$ cat src/rtl/fifo_wr_feeder_if.sv
// ----------------------------------------------------------------------------
// fifo_wr_feeder_if
// Groups the upstream valid/ready stream and the async-FIFO write port used by
// fifo_wr_feeder into one bundle.
//   S_DATA/S_VALID/S_READY  : upstream word stream (S_READY returned by feeder)
//   FIFO_WR_DATA/FIFO_WR_EN : write port driven by the feeder
//   FIFO_WR_FULL/FIFO_WR_CNT: FIFO status returned to the feeder (CNT lags)
// modport slave  : the feeder side (consumes stream, drives FIFO write port)
// modport master : the environment side (produces stream, models the FIFO)
// ----------------------------------------------------------------------------
interface fifo_wr_feeder_if #(
    parameter int DATA_WIDTH = 32,
    parameter int CNT_WIDTH  = 11
);
    logic [DATA_WIDTH-1:0] S_DATA;
    logic                  S_VALID;
    logic                  S_READY;
    logic [DATA_WIDTH-1:0] FIFO_WR_DATA;
    logic                  FIFO_WR_EN;
    logic                  FIFO_WR_FULL;
    logic [CNT_WIDTH-1:0]  FIFO_WR_CNT;

    modport slave (
        input  S_DATA, S_VALID, FIFO_WR_FULL, FIFO_WR_CNT,
        output S_READY, FIFO_WR_DATA, FIFO_WR_EN
    );

    modport master (
        output S_DATA, S_VALID, FIFO_WR_FULL, FIFO_WR_CNT,
        input  S_READY, FIFO_WR_DATA, FIFO_WR_EN
    );
endinterface

$ cat src/rtl/fifo_wr_feeder.sv
// ----------------------------------------------------------------------------
// fifo_wr_feeder
// Write-side front end for an async FIFO. Upstream words enter a 2-entry skid
// buffer and are forwarded to the FIFO write port one per cycle while the
// effective occupancy (lagging FIFO count plus writes it does not show yet)
// stays below FIFO_DEPTH-AFULL_MARGIN.
// Ports:
//   WR_CLK    : write-domain clock, rising edge
//   WR_RST_N  : asynchronous active-low reset
//   bus       : stream + FIFO write port bundle (slave modport)
//   WORD_CNT  : wrapping count of words accepted by the FIFO
//   OVF_ERR   : sticky, set when a write was issued while FIFO_WR_FULL=1
//   CLR_ERR   : clears OVF_ERR (a simultaneous new error wins)
// ----------------------------------------------------------------------------
module fifo_wr_feeder #(
    parameter int DATA_WIDTH   = 32,
    parameter int FIFO_DEPTH   = 1024,
    parameter int CNT_WIDTH    = 11,
    parameter int AFULL_MARGIN = 4,
    parameter int CNT_LAG      = 2
) (
    input  logic              WR_CLK,
    input  logic              WR_RST_N,
    fifo_wr_feeder_if.slave   bus,
    output logic [31:0]       WORD_CNT,
    output logic              OVF_ERR,
    input  logic              CLR_ERR
);

    // Wide enough for FIFO_WR_CNT plus up to five in-flight writes plus one.
    localparam int EW = CNT_WIDTH + 3;
    localparam logic [EW-1:0] LIMIT = EW'(FIFO_DEPTH - AFULL_MARGIN);

    logic [1:0]            occ_q, occ_d;
    logic [DATA_WIDTH-1:0] head_q, head_d;
    logic [DATA_WIDTH-1:0] tail_q, tail_d;
    logic                  s_ready_q, s_ready_d;
    logic                  wr_en_q, wr_en_d;
    logic [DATA_WIDTH-1:0] wr_data_q, wr_data_d;
    logic [CNT_LAG-1:0]    hist_q, hist_d;
    logic [31:0]           word_cnt_q, word_cnt_d;
    logic                  ovf_q, ovf_d;

    logic [EW-1:0]         inflight;
    logic [EW-1:0]         eff;
    logic                  space_ok;
    logic                  accept;
    logic                  drain;
    logic [1:0]            occ_left;

    // Writes issued but possibly not yet visible in FIFO_WR_CNT: the ones
    // still in the lag history plus the one on the port right now.
    always_comb begin
        inflight = EW'(wr_en_q);
        for (int i = 0; i < CNT_LAG; i++) begin
            inflight = inflight + EW'(hist_q[i]);
        end
        eff      = EW'(bus.FIFO_WR_CNT) + inflight;
        space_ok = !bus.FIFO_WR_FULL && ((eff + EW'(1)) <= LIMIT);
    end

    always_comb begin
        hist_d[0] = wr_en_q;
        for (int i = 1; i < CNT_LAG; i++) begin
            hist_d[i] = hist_q[i-1];
        end
    end

    // Skid buffer: pop the head first, then append the accepted word at
    // whatever slot is the tail after the pop, so order is preserved when
    // accept and drain coincide.
    always_comb begin
        accept    = bus.S_VALID && s_ready_q;
        drain     = (occ_q != 2'd0) && space_ok;
        head_d    = head_q;
        tail_d    = tail_q;
        wr_en_d   = 1'b0;
        wr_data_d = wr_data_q;

        if (drain) begin
            wr_en_d   = 1'b1;
            wr_data_d = head_q;
            if (occ_q == 2'd2) begin
                head_d = tail_q;
            end
        end

        occ_left = occ_q - {1'b0, drain};
        if (accept) begin
            if (occ_left == 2'd0) begin
                head_d = bus.S_DATA;
            end else begin
                tail_d = bus.S_DATA;
            end
        end

        occ_d     = occ_left + {1'b0, accept};
        s_ready_d = (occ_d != 2'd2);
    end

    // WORD_CNT counts only writes the FIFO actually took; a write into a full
    // FIFO raises the sticky error instead, and wins over a clear.
    always_comb begin
        word_cnt_d = word_cnt_q;
        if (wr_en_q && !bus.FIFO_WR_FULL) begin
            word_cnt_d = word_cnt_q + 32'd1;
        end

        ovf_d = ovf_q;
        if (wr_en_q && bus.FIFO_WR_FULL) begin
            ovf_d = 1'b1;
        end else if (CLR_ERR) begin
            ovf_d = 1'b0;
        end
    end

    always_ff @(posedge WR_CLK or negedge WR_RST_N) begin
        if (!WR_RST_N) begin
            occ_q      <= 2'd0;
            head_q     <= '0;
            tail_q     <= '0;
            s_ready_q  <= 1'b0;
            wr_en_q    <= 1'b0;
            wr_data_q  <= '0;
            hist_q     <= '0;
            word_cnt_q <= '0;
            ovf_q      <= 1'b0;
        end else begin
            occ_q      <= occ_d;
            head_q     <= head_d;
            tail_q     <= tail_d;
            s_ready_q  <= s_ready_d;
            wr_en_q    <= wr_en_d;
            wr_data_q  <= wr_data_d;
            hist_q     <= hist_d;
            word_cnt_q <= word_cnt_d;
            ovf_q      <= ovf_d;
        end
    end

    assign bus.S_READY      = s_ready_q;
    assign bus.FIFO_WR_EN   = wr_en_q;
    assign bus.FIFO_WR_DATA = wr_data_q;
    assign WORD_CNT         = word_cnt_q;
    assign OVF_ERR          = ovf_q;

endmodule

$ cat src/flat_wrapper.sv
// flat-port wrapper written by rule: the top's interface ports become plain ports
module fifo_wr_feeder_flat 
#(
    parameter int DATA_WIDTH   = 32,
    parameter int FIFO_DEPTH   = 1024,
    parameter int CNT_WIDTH    = 11,
    parameter int AFULL_MARGIN = 4,
    parameter int CNT_LAG      = 2
)
  (WR_CLK, WR_RST_N, WORD_CNT, OVF_ERR, CLR_ERR, bus_S_DATA, bus_S_VALID, bus_FIFO_WR_FULL, bus_FIFO_WR_CNT, bus_S_READY, bus_FIFO_WR_DATA, bus_FIFO_WR_EN);
  fifo_wr_feeder_if #(.DATA_WIDTH(DATA_WIDTH), .CNT_WIDTH(CNT_WIDTH)) bus_i ();
  input  logic WR_CLK;
  input  logic WR_RST_N;
  output logic [31:0] WORD_CNT;
  output logic OVF_ERR;
  input  logic CLR_ERR;
  input wire logic [$bits(bus_i.S_DATA)-1:0] bus_S_DATA;
  input wire logic [$bits(bus_i.S_VALID)-1:0] bus_S_VALID;
  input wire logic [$bits(bus_i.FIFO_WR_FULL)-1:0] bus_FIFO_WR_FULL;
  input wire logic [$bits(bus_i.FIFO_WR_CNT)-1:0] bus_FIFO_WR_CNT;
  output wire logic [$bits(bus_i.S_READY)-1:0] bus_S_READY;
  output wire logic [$bits(bus_i.FIFO_WR_DATA)-1:0] bus_FIFO_WR_DATA;
  output wire logic [$bits(bus_i.FIFO_WR_EN)-1:0] bus_FIFO_WR_EN;
  assign bus_i.S_DATA = bus_S_DATA;
  assign bus_i.S_VALID = bus_S_VALID;
  assign bus_i.FIFO_WR_FULL = bus_FIFO_WR_FULL;
  assign bus_i.FIFO_WR_CNT = bus_FIFO_WR_CNT;
  assign bus_S_READY = bus_i.S_READY;
  assign bus_FIFO_WR_DATA = bus_i.FIFO_WR_DATA;
  assign bus_FIFO_WR_EN = bus_i.FIFO_WR_EN;
  fifo_wr_feeder #(.DATA_WIDTH(DATA_WIDTH), .FIFO_DEPTH(FIFO_DEPTH), .CNT_WIDTH(CNT_WIDTH), .AFULL_MARGIN(AFULL_MARGIN), .CNT_LAG(CNT_LAG)) u_core (.WR_CLK(WR_CLK), .WR_RST_N(WR_RST_N), .bus(bus_i), .WORD_CNT(WORD_CNT), .OVF_ERR(OVF_ERR), .CLR_ERR(CLR_ERR));
endmodule
$ cat config.mk
export PLATFORM = sky130hd
export DESIGN_NAME = fifo_wr_feeder_flat
export DESIGN_NICKNAME = d
export VERILOG_FILES = /design/src/rtl/fifo_wr_feeder_if.sv /design/src/rtl/fifo_wr_feeder.sv /design/src/flat_wrapper.sv
export SDC_FILE = /design/constraint.sdc
export NUM_CORES = 1
export LEC_CHECK = 0
export CAP_MARGIN = 40
export CELL_PAD_IN_SITES_DETAIL_PLACEMENT = 1
export CELL_PAD_IN_SITES_GLOBAL_PLACEMENT = 1
export CORE_UTILIZATION = 38
export DETAILED_ROUTE_END_ITERATION = 8
export GPL_ROUTABILITY_DRIVEN = 0
export PLACE_DENSITY = 0.8
export REMOVE_ABC_BUFFERS = 1
export SLEW_MARGIN = 25
export SYNTH_ARGS = -nofsm -noshare
export SYNTH_HDL_FRONTEND = slang
export SYNTH_SLANG_ARGS = --single-unit
$ cat constraint.sdc
create_clock -name WR_CLK -period 4 [get_ports WR_CLK]
set_input_delay 0.8 -clock WR_CLK [delete_from_list [all_inputs] [get_ports WR_CLK]]
set_output_delay 0.8 -clock WR_CLK [all_outputs]
set_load 0.005 [all_outputs]
**Word-level counts from Yosys, hierarchy flattened**

Index checks and enable logic that the tools add are counted.

- $add $sub $neg: 7
- $lt $le $gt $ge: 1
- Equality and inequality tests: 2
- Mux-type cells: 7
- Bitwise gates (word level): 1
- Reductions and logical operators: 10

Operators with widths:

| kind | number |
|---|---|
| 32-bit two-way mux | 4 |
| 32-bit by 1-bit adder with 32-bit output, second input constant | 1 |
| 11-bit by 14-bit adder with 14-bit output | 1 |
| 14-bit by 1-bit adder with 14-bit output | 1 |
| 14-bit by 1-bit adder with 14-bit output, second input constant | 1 |
| 14-bit by 10-bit less-or-equal comparator with 1-bit output, second input constant | 1 |
| 1-bit logical AND | 5 |
| 2-bit nonzero test | 2 |
| 1-bit two-way mux | 3 |
| 1-bit by 1-bit adder with 2-bit output | 1 |
| 2-bit by 1-bit adder with 2-bit output | 1 |
| 2-bit equality test, second input constant | 1 |
| 2-bit logical NOT | 1 |
| 2-bit inequality test, second input constant | 1 |
| 2-bit AND reduction | 1 |
| 2-bit by 1-bit subtractor with 2-bit output | 1 |
| 1-bit logical NOT | 1 |
| 1-bit NOT | 1 |

- Flip-flop bits (word level): 135
- Input port bits: 48
- Logic and storage cells: 37

**Longest topological paths before layout**

- Depth after elaboration: 11
- Gate-level depth with buffers: 17
- Gate-level depth less buffers: 15

**Worst setup path after synthesis**

Ideal clock, no wire load.

- Path kind: input to register
- Start: input bus_FIFO_WR_CNT[1]
- End: register u_core.tail_q[10]
- Library setup time: 0.125 ns
- Arrival time: 3.942 ns
- Setup slack: -0.067 ns
- Stages on the path: 12
- Path buffers: 2
- Cells stage by stage: ha_1 > ha_1 > a21o_1 > a2111oi_4 > mux2i_4 > nor2_2 > buf_2 > ha_1 > xnor2_1 > a21oi_1 > clkbuf_1 > mux2_2

- Longest elaborated chain between the ends: 9

Ends and longest elaborated chain:

| element | RTL line | text |
|---|---|---|
| start, declared | flat_wrapper.sv:20 | `input wire logic [$bits(bus_i.FIFO_WR_CNT)-1:0] bus_FIFO_WR_CNT;` |
| 11-bit by 14-bit adder with 14-bit output | fifo_wr_feeder.sv:58 | `eff = EW'(bus.FIFO_WR_CNT) + inflight;` |
| 14-bit by 1-bit adder with 14-bit output | fifo_wr_feeder.sv:59 | `space_ok = !bus.FIFO_WR_FULL && ((eff + EW'(1)) <= LIMIT);` |
| 14-bit by 10-bit less-or-equal comparator with 1-bit output | fifo_wr_feeder.sv:59 |  |
| 1-bit logical AND | fifo_wr_feeder.sv:59 |  |
| 1-bit logical AND | fifo_wr_feeder.sv:74 | `drain = (occ_q != 2'd0) && space_ok;` |
| net u_core.drain | fifo_wr_feeder.sv:48 | `logic drain;` |
| 2-bit by 1-bit subtractor with 2-bit output | fifo_wr_feeder.sv:88 | `occ_left = occ_q - {1'b0, drain};` |
| 2-bit logical NOT | fifo_wr_feeder.sv:90 | `if (occ_left == 2'd0) begin` |
| 1-bit NOT (no line) | n/a |  |
| 2-bit AND reduction (no line) | n/a |  |
| end signal, assigned | fifo_wr_feeder.sv:131 | `tail_q <= tail_d;` |
| end, declared | fifo_wr_feeder.sv:36 | `logic [DATA_WIDTH-1:0] tail_q, tail_d;` |

The timed path passes the listed nets, and every way through them passes these cells.
A chain may end at the register's enable or synchronous reset.

**Final worst setup path**

- Start: register u_core.wr_en_q (netlist: u_core.bus.FIFO_WR_EN)
- End: register u_core.head_q[12]

- Longest elaborated chain between the ends: 11
- Elaborated cells between the ends (all ways): 12
- Those cells by class: add/sub: 5; order compare: 1; mux: 3; reduce/logical: 3

Ends and longest elaborated chain:

| element | RTL line | text |
|---|---|---|
| start, declared | fifo_wr_feeder.sv:38 | `logic wr_en_q, wr_en_d;` |
| start signal, assigned | fifo_wr_feeder.sv:133 | `wr_en_q <= wr_en_d;` |
| 1-bit by 1-bit adder with 2-bit output * | fifo_wr_feeder.sv:56 | `inflight = inflight + EW'(hist_q[i]);` |
| 14-bit by 1-bit adder with 14-bit output * | fifo_wr_feeder.sv:56 |  |
| 11-bit by 14-bit adder with 14-bit output * | fifo_wr_feeder.sv:58 |  |
| 14-bit by 1-bit adder with 14-bit output * | fifo_wr_feeder.sv:59 |  |
| 14-bit by 10-bit less-or-equal comparator with 1-bit output * | fifo_wr_feeder.sv:59 |  |
| 1-bit logical AND * | fifo_wr_feeder.sv:59 |  |
| 1-bit logical AND * | fifo_wr_feeder.sv:74 |  |
| 2-bit by 1-bit subtractor with 2-bit output | fifo_wr_feeder.sv:88 |  |
| 2-bit logical NOT | fifo_wr_feeder.sv:90 |  |
| 32-bit two-way mux | fifo_wr_feeder.sv:90 |  |
| 32-bit two-way mux * | fifo_wr_feeder.sv:89 | `if (accept) begin` |
| net u_core.head_d[12] | fifo_wr_feeder.sv:35 | `logic [DATA_WIDTH-1:0] head_q, head_d;` |
| end signal, assigned | fifo_wr_feeder.sv:120 | `head_q <= '0;` |
| end signal, assigned | fifo_wr_feeder.sv:130 | `head_q <= head_d;` |
| end, declared | fifo_wr_feeder.sv:35 |  |

The timed path passes the listed nets; every way through them passes the cells marked *.

==> impl_summary.md <==
STA
The final worst clock skew is 0.00766 ns. In the post-route analysis, the smallest setup slack over all paths is around 0.19 ns. The remaining max-slew budget at the tightest pin is 59.1%.

The worst path uses a little over nine tenths of the clock period. The worst path needs 3.81 ns of the cycle, external delays included. Setup repair after global routing left no endpoint under its margin. Setup violations remaining at the end of the flow were counted as 0. The final count of hold timing violations is 0. The timing-limited maximum frequency is between 200 and 300 MHz. The number of max-slew violations in the final report came to 0. The slew at the pin closest to its max-slew limit is roughly 0.6 ns.

Layout
The repair_antennas step left the layout with diodes totalling 0. After the last flow step, the layout net total stands at ~600. The count of cells in the finished layout, fillers not included, comes to 752.

The area used by multi-input combinational logic is 2290 sq um. The sequential cell area is 3380 sq um. The library cells used most frequently in the layout, excluding fill and tap cells, are sky130_fd_sc_hd__dfrtp_1 (135), sky130_fd_sc_hd__clkdlybuf4s50_1 (113), sky130_fd_sc_hd__mux2_2 (65). The fraction of final layout cells with drive strength greater than 1 is around 23%. The library cell used most frequently in the layout, excluding fill and tap cells, is sky130_fd_sc_hd__dfrtp_1.

From synthesis to final layout, the design area changed by 36.8%. The filler cell count is 1466.

Global route
Entering global routing, the biggest net connects 84 pins. The total global routing track utilization is 19.2%. The initial antenna violation count is 0. Global routing finished with a remaining overflow of 0. The via count of the first global-routing pass is roughly 4.4k. The global-route wire length before repair is 23.0 mm.

CTS
The number of buffers between clock root and the deepest sink is 2. The insertion delay of the later-clocked pin in the worst-skew pair is ~0.42 ns. The total number of H-tree levels is 4. TritonCTS built the clock tree. Counting the buffers created by CTS gives 17. After clock tree synthesis, the flow added hold-fix buffers numbering 0.

The clock transition at the registers of the reported paths is around 0.060 ns. CTS saw about 140 sinks. The number of gates resized after CTS was 0. The total setup buffers inserted after CTS is 0. CTS placed an instance of sky130_fd_sc_hd__clkbuf_16 at the clock tree root.

Power
The part of the total power dissipated in combinational logic is 31.1%. The internal power contribution is approximately 3.8 mW. The share of total power dissipated in sequential elements is 41.0%. The power share of the clock group is about 28%.

Across the VDD grid, the largest voltage drop is approximately 0.37 mV. Net switching is between 20 and 30% of the power. Summed over all nets, the switching power comes to 1.59 mW. The total power density per cell area is 687 nW/um^2.

For this design the static power due to leakage is approximately 3.5 nW.

Worst setup path
Along the worst path, the maximum fanout reaches 9. The endpoint class of the critical path is a flip-flop. The most used cell along the critical path is sky130_fd_sc_hd__ha_1. The critical path goes through ha_1, inv_1, ha_1, inv_1, ha_1, fa_1, a21oi_1, nand4b_1, mux2i_4, nor2_4, ha_1, xnor2_2, and3_2, nor4_4, buf_4, a221o_1. STA classifies the critical path startpoint as a flip-flop. The maximum cell stage delay along the critical path is 0.42 ns. The type of the worst setup path is reg2reg. The slowest stage of the critical path belongs to the cell sky130_fd_sc_hd__fa_1.

The data required time of the critical path is between 4 and 5 ns. The data arrival time of the worst path is 4.16 ns.

Routing
The routed wire length is approximately 14 mm. For this run, the detailed router's first-pass iteration total came to 6. In the routed layout, each cell is associated on average with a via count of roughly 5.2. The DRC violations left is 18. The number of DRC violations after detailed-routing iteration 0 is between 150 and 200. The detailed router placed a little under 4k vias in this run. The number of nets still failing antenna checks after routing is 0. In the final routed layout, each cell accounts on average for around 19 microns.

Floorplanning
The effective utilization at floorplan is 39.1%. The total core area is 14600 sq um. For this design the top-level I/O count stands at 115. The vertical die dimension is 125 microns. After floorplanning, the core was divided into between 40 and 50 placement rows. The floorplan step defined a die boundary enclosing 15600 sq um. The horizontal die dimension is about 120 microns.

Place
Including well taps, the total number of placed cells is a little over 700. The placement-stage worst setup slack is -0.212 ns. The number of port buffers is around 110.

Once detailed placement completed, the half-perimeter wirelength came to 9.43 mm.

Yosys
The count of warnings emitted by yosys is 0. In the synthesized netlist the dominant register cell turns out to be sky130_fd_sc_hd__dfrtp_1. Counting flops with a built-in enable in the synthesized netlist gives 0.

The register bit count reported by yosys is about 140. In the synthesized netlist the async set-or-reset flop fraction comes to between 90% and 100%. The post-synthesis cell type count is 39. Synthesis handed over a netlist of 419 instances.

The sequential cell area fraction in the yosys report is between 50% and 60%. The synthesized netlist occupies a cell area of 5730 sq um. The mean instance size in the synthesized netlist is ~14 sq um.

Outcome
The run finished, with violations left. The checks that failed: design-rule violations.

Hold path
The path class of the tightest hold or removal check is in2async.

Job
The max-capacitance violation count is 0.
==> final cells by class <==
cell class	instances	share of cell area, %
clock buffer	19	5.78
clock inverter	13	1.58
inverter	14	0.670
multi-input combinational	257	29.2
sequential	135	43.1
tap	184	2.94
timing repair buffer	130	16.7
==> path summary, 6_finish.rpt <==
path                       depth (start not counted)             startpoint                     endpoint  slack [ns]
setup / recovery                                  16  u_core.bus.FIFO_WR_EN            u_core.head_q[12]        0.19
hold / removal                                     1               WR_RST_N           u_core.bus.S_READY        0.18
setup reg to reg                                  16  u_core.bus.FIFO_WR_EN            u_core.head_q[12]        0.19
hold reg to reg                                    0       u_core.hist_q[0]             u_core.hist_q[1]        0.39
max in group asynchronous                          3               WR_RST_N  u_core.bus.FIFO_WR_DATA[15]        2.81
min in group WR_CLK                                0       u_core.hist_q[0]             u_core.hist_q[1]        0.39
==> per-stage QoR <==
step	power [mW]	cell area [sq um]	utilization, %	hold slack, ns	setup TNS [ns]
after global placement	3.70	7170	48.9	0.365	-1.80
after detailed placement	3.83	7170	48.9	0.386	-9.50
final	5.38	7840	53.5	0.178	0
after CTS	5.38	7740	52.9	0.392	0
after floorplan	3.02	5640	-	0.357	-92.54
after global routing	5.70	7840	53.5	0.168	0
==> worst max-delay path: cells and delay by family, from the launching register on <==
family | cells | cell delay, ns
adder cells (fa/ha/maj) | 5 | 1.38
AND/OR/NAND/NOR | 4 | 0.86
flip-flops | 1 | 0.39
AO/OA/AOI/OAI | 2 | 0.34
buffers and inverters | 3 | 0.32
multiplexers | 1 | 0.29
XOR/XNOR | 1 | 0.16
==> synth_stat cells (2+ instances only) <==
master	count	area [sq um]
sky130_fd_sc_hd__and2_1	33	206
sky130_fd_sc_hd__nand4_1	7	43.8
sky130_fd_sc_hd__nand4b_1	2	17.5
sky130_fd_sc_hd__clkbuf_1	7	26.3
sky130_fd_sc_hd__buf_6	3	33.8
sky130_fd_sc_hd__xor2_1	12	105
sky130_fd_sc_hd__a21oi_1	3	15.0
sky130_fd_sc_hd__nand2_1	12	45.0
sky130_fd_sc_hd__nor2_1	13	48.8
sky130_fd_sc_hd__ha_1	9	113
sky130_fd_sc_hd__xnor2_1	22	193
sky130_fd_sc_hd__a221o_2	2	22.5
sky130_fd_sc_hd__nand3_1	15	75.1
sky130_fd_sc_hd__nor2b_1	3	18.8
sky130_fd_sc_hd__dfrtp_1	135	3380
sky130_fd_sc_hd__nor4_4	2	42.5
sky130_fd_sc_hd__and3_1	6	37.5
sky130_fd_sc_hd__mux2_2	65	732
sky130_fd_sc_hd__buf_2	6	30.0
sky130_fd_sc_hd__a221o_1	30	300
sky130_fd_sc_hd__inv_1	14	52.6
==> sequential cells by signal (all words and copies together) (netlist names) <==
| register | count |
|---|---|
| u_core.occ_q | 2 |
| u_core.WORD_CNT | 32 |
| u_core.hist_q | 2 |
| u_core.bus.FIFO_WR_DATA | 32 |
| u_core.bus.S_READY | 1 |
| u_core.head_q | 32 |
| u_core.bus.FIFO_WR_EN | 1 |
| u_core.OVF_ERR | 1 |
| u_core.tail_q | 32 |
==> logic make-up (layout without fill, tap and decap cells) <==
kind of cell             after synthesis  in the layout  synth area share [%]
AND/OR/NAND/NOR                      101            101                  10.4
buffers and inverters                 30            176                  2.49
multiplexers                          66             66                  13.2
adder cells (fa/ha/maj)               10             10                  2.31
flip-flops                           135            135                  59.0
AO/OA/AOI/OAI                         43             46                  7.45
XOR/XNOR                              34             34                  5.20
==> layer usage <==
| layer | vias to the layer above | track usage [%] | wire length [microns] |
|---|---|---|---|
| li1 | 1784 | - | - |
| met2 | 97 | 32.1 | 7270 |
| met3 | 13 | 4.47 | 563 |
| met1 | 2009 | 23.9 | 6320 |
| met4 | 0 | 7.48 | 161 |
| met5 | - | 0 | 0 |
==> power by group through the flow <==
| stage | clock network [mW] | logic, mW | registers (mW) |
|---|---|---|---|
| CTS | 1.54 | 1.63 | 2.20 |
| global route | 1.60 | 1.83 | 2.27 |
| global placement | 0 | 1.53 | 2.18 |
| detailed placement | 0 | 1.62 | 2.21 |
| floorplan | 0 | 0.899 | 2.12 |
| finish | 1.50 | 1.68 | 2.20 |
Note: power is estimated with default switching activity, not from simulation.
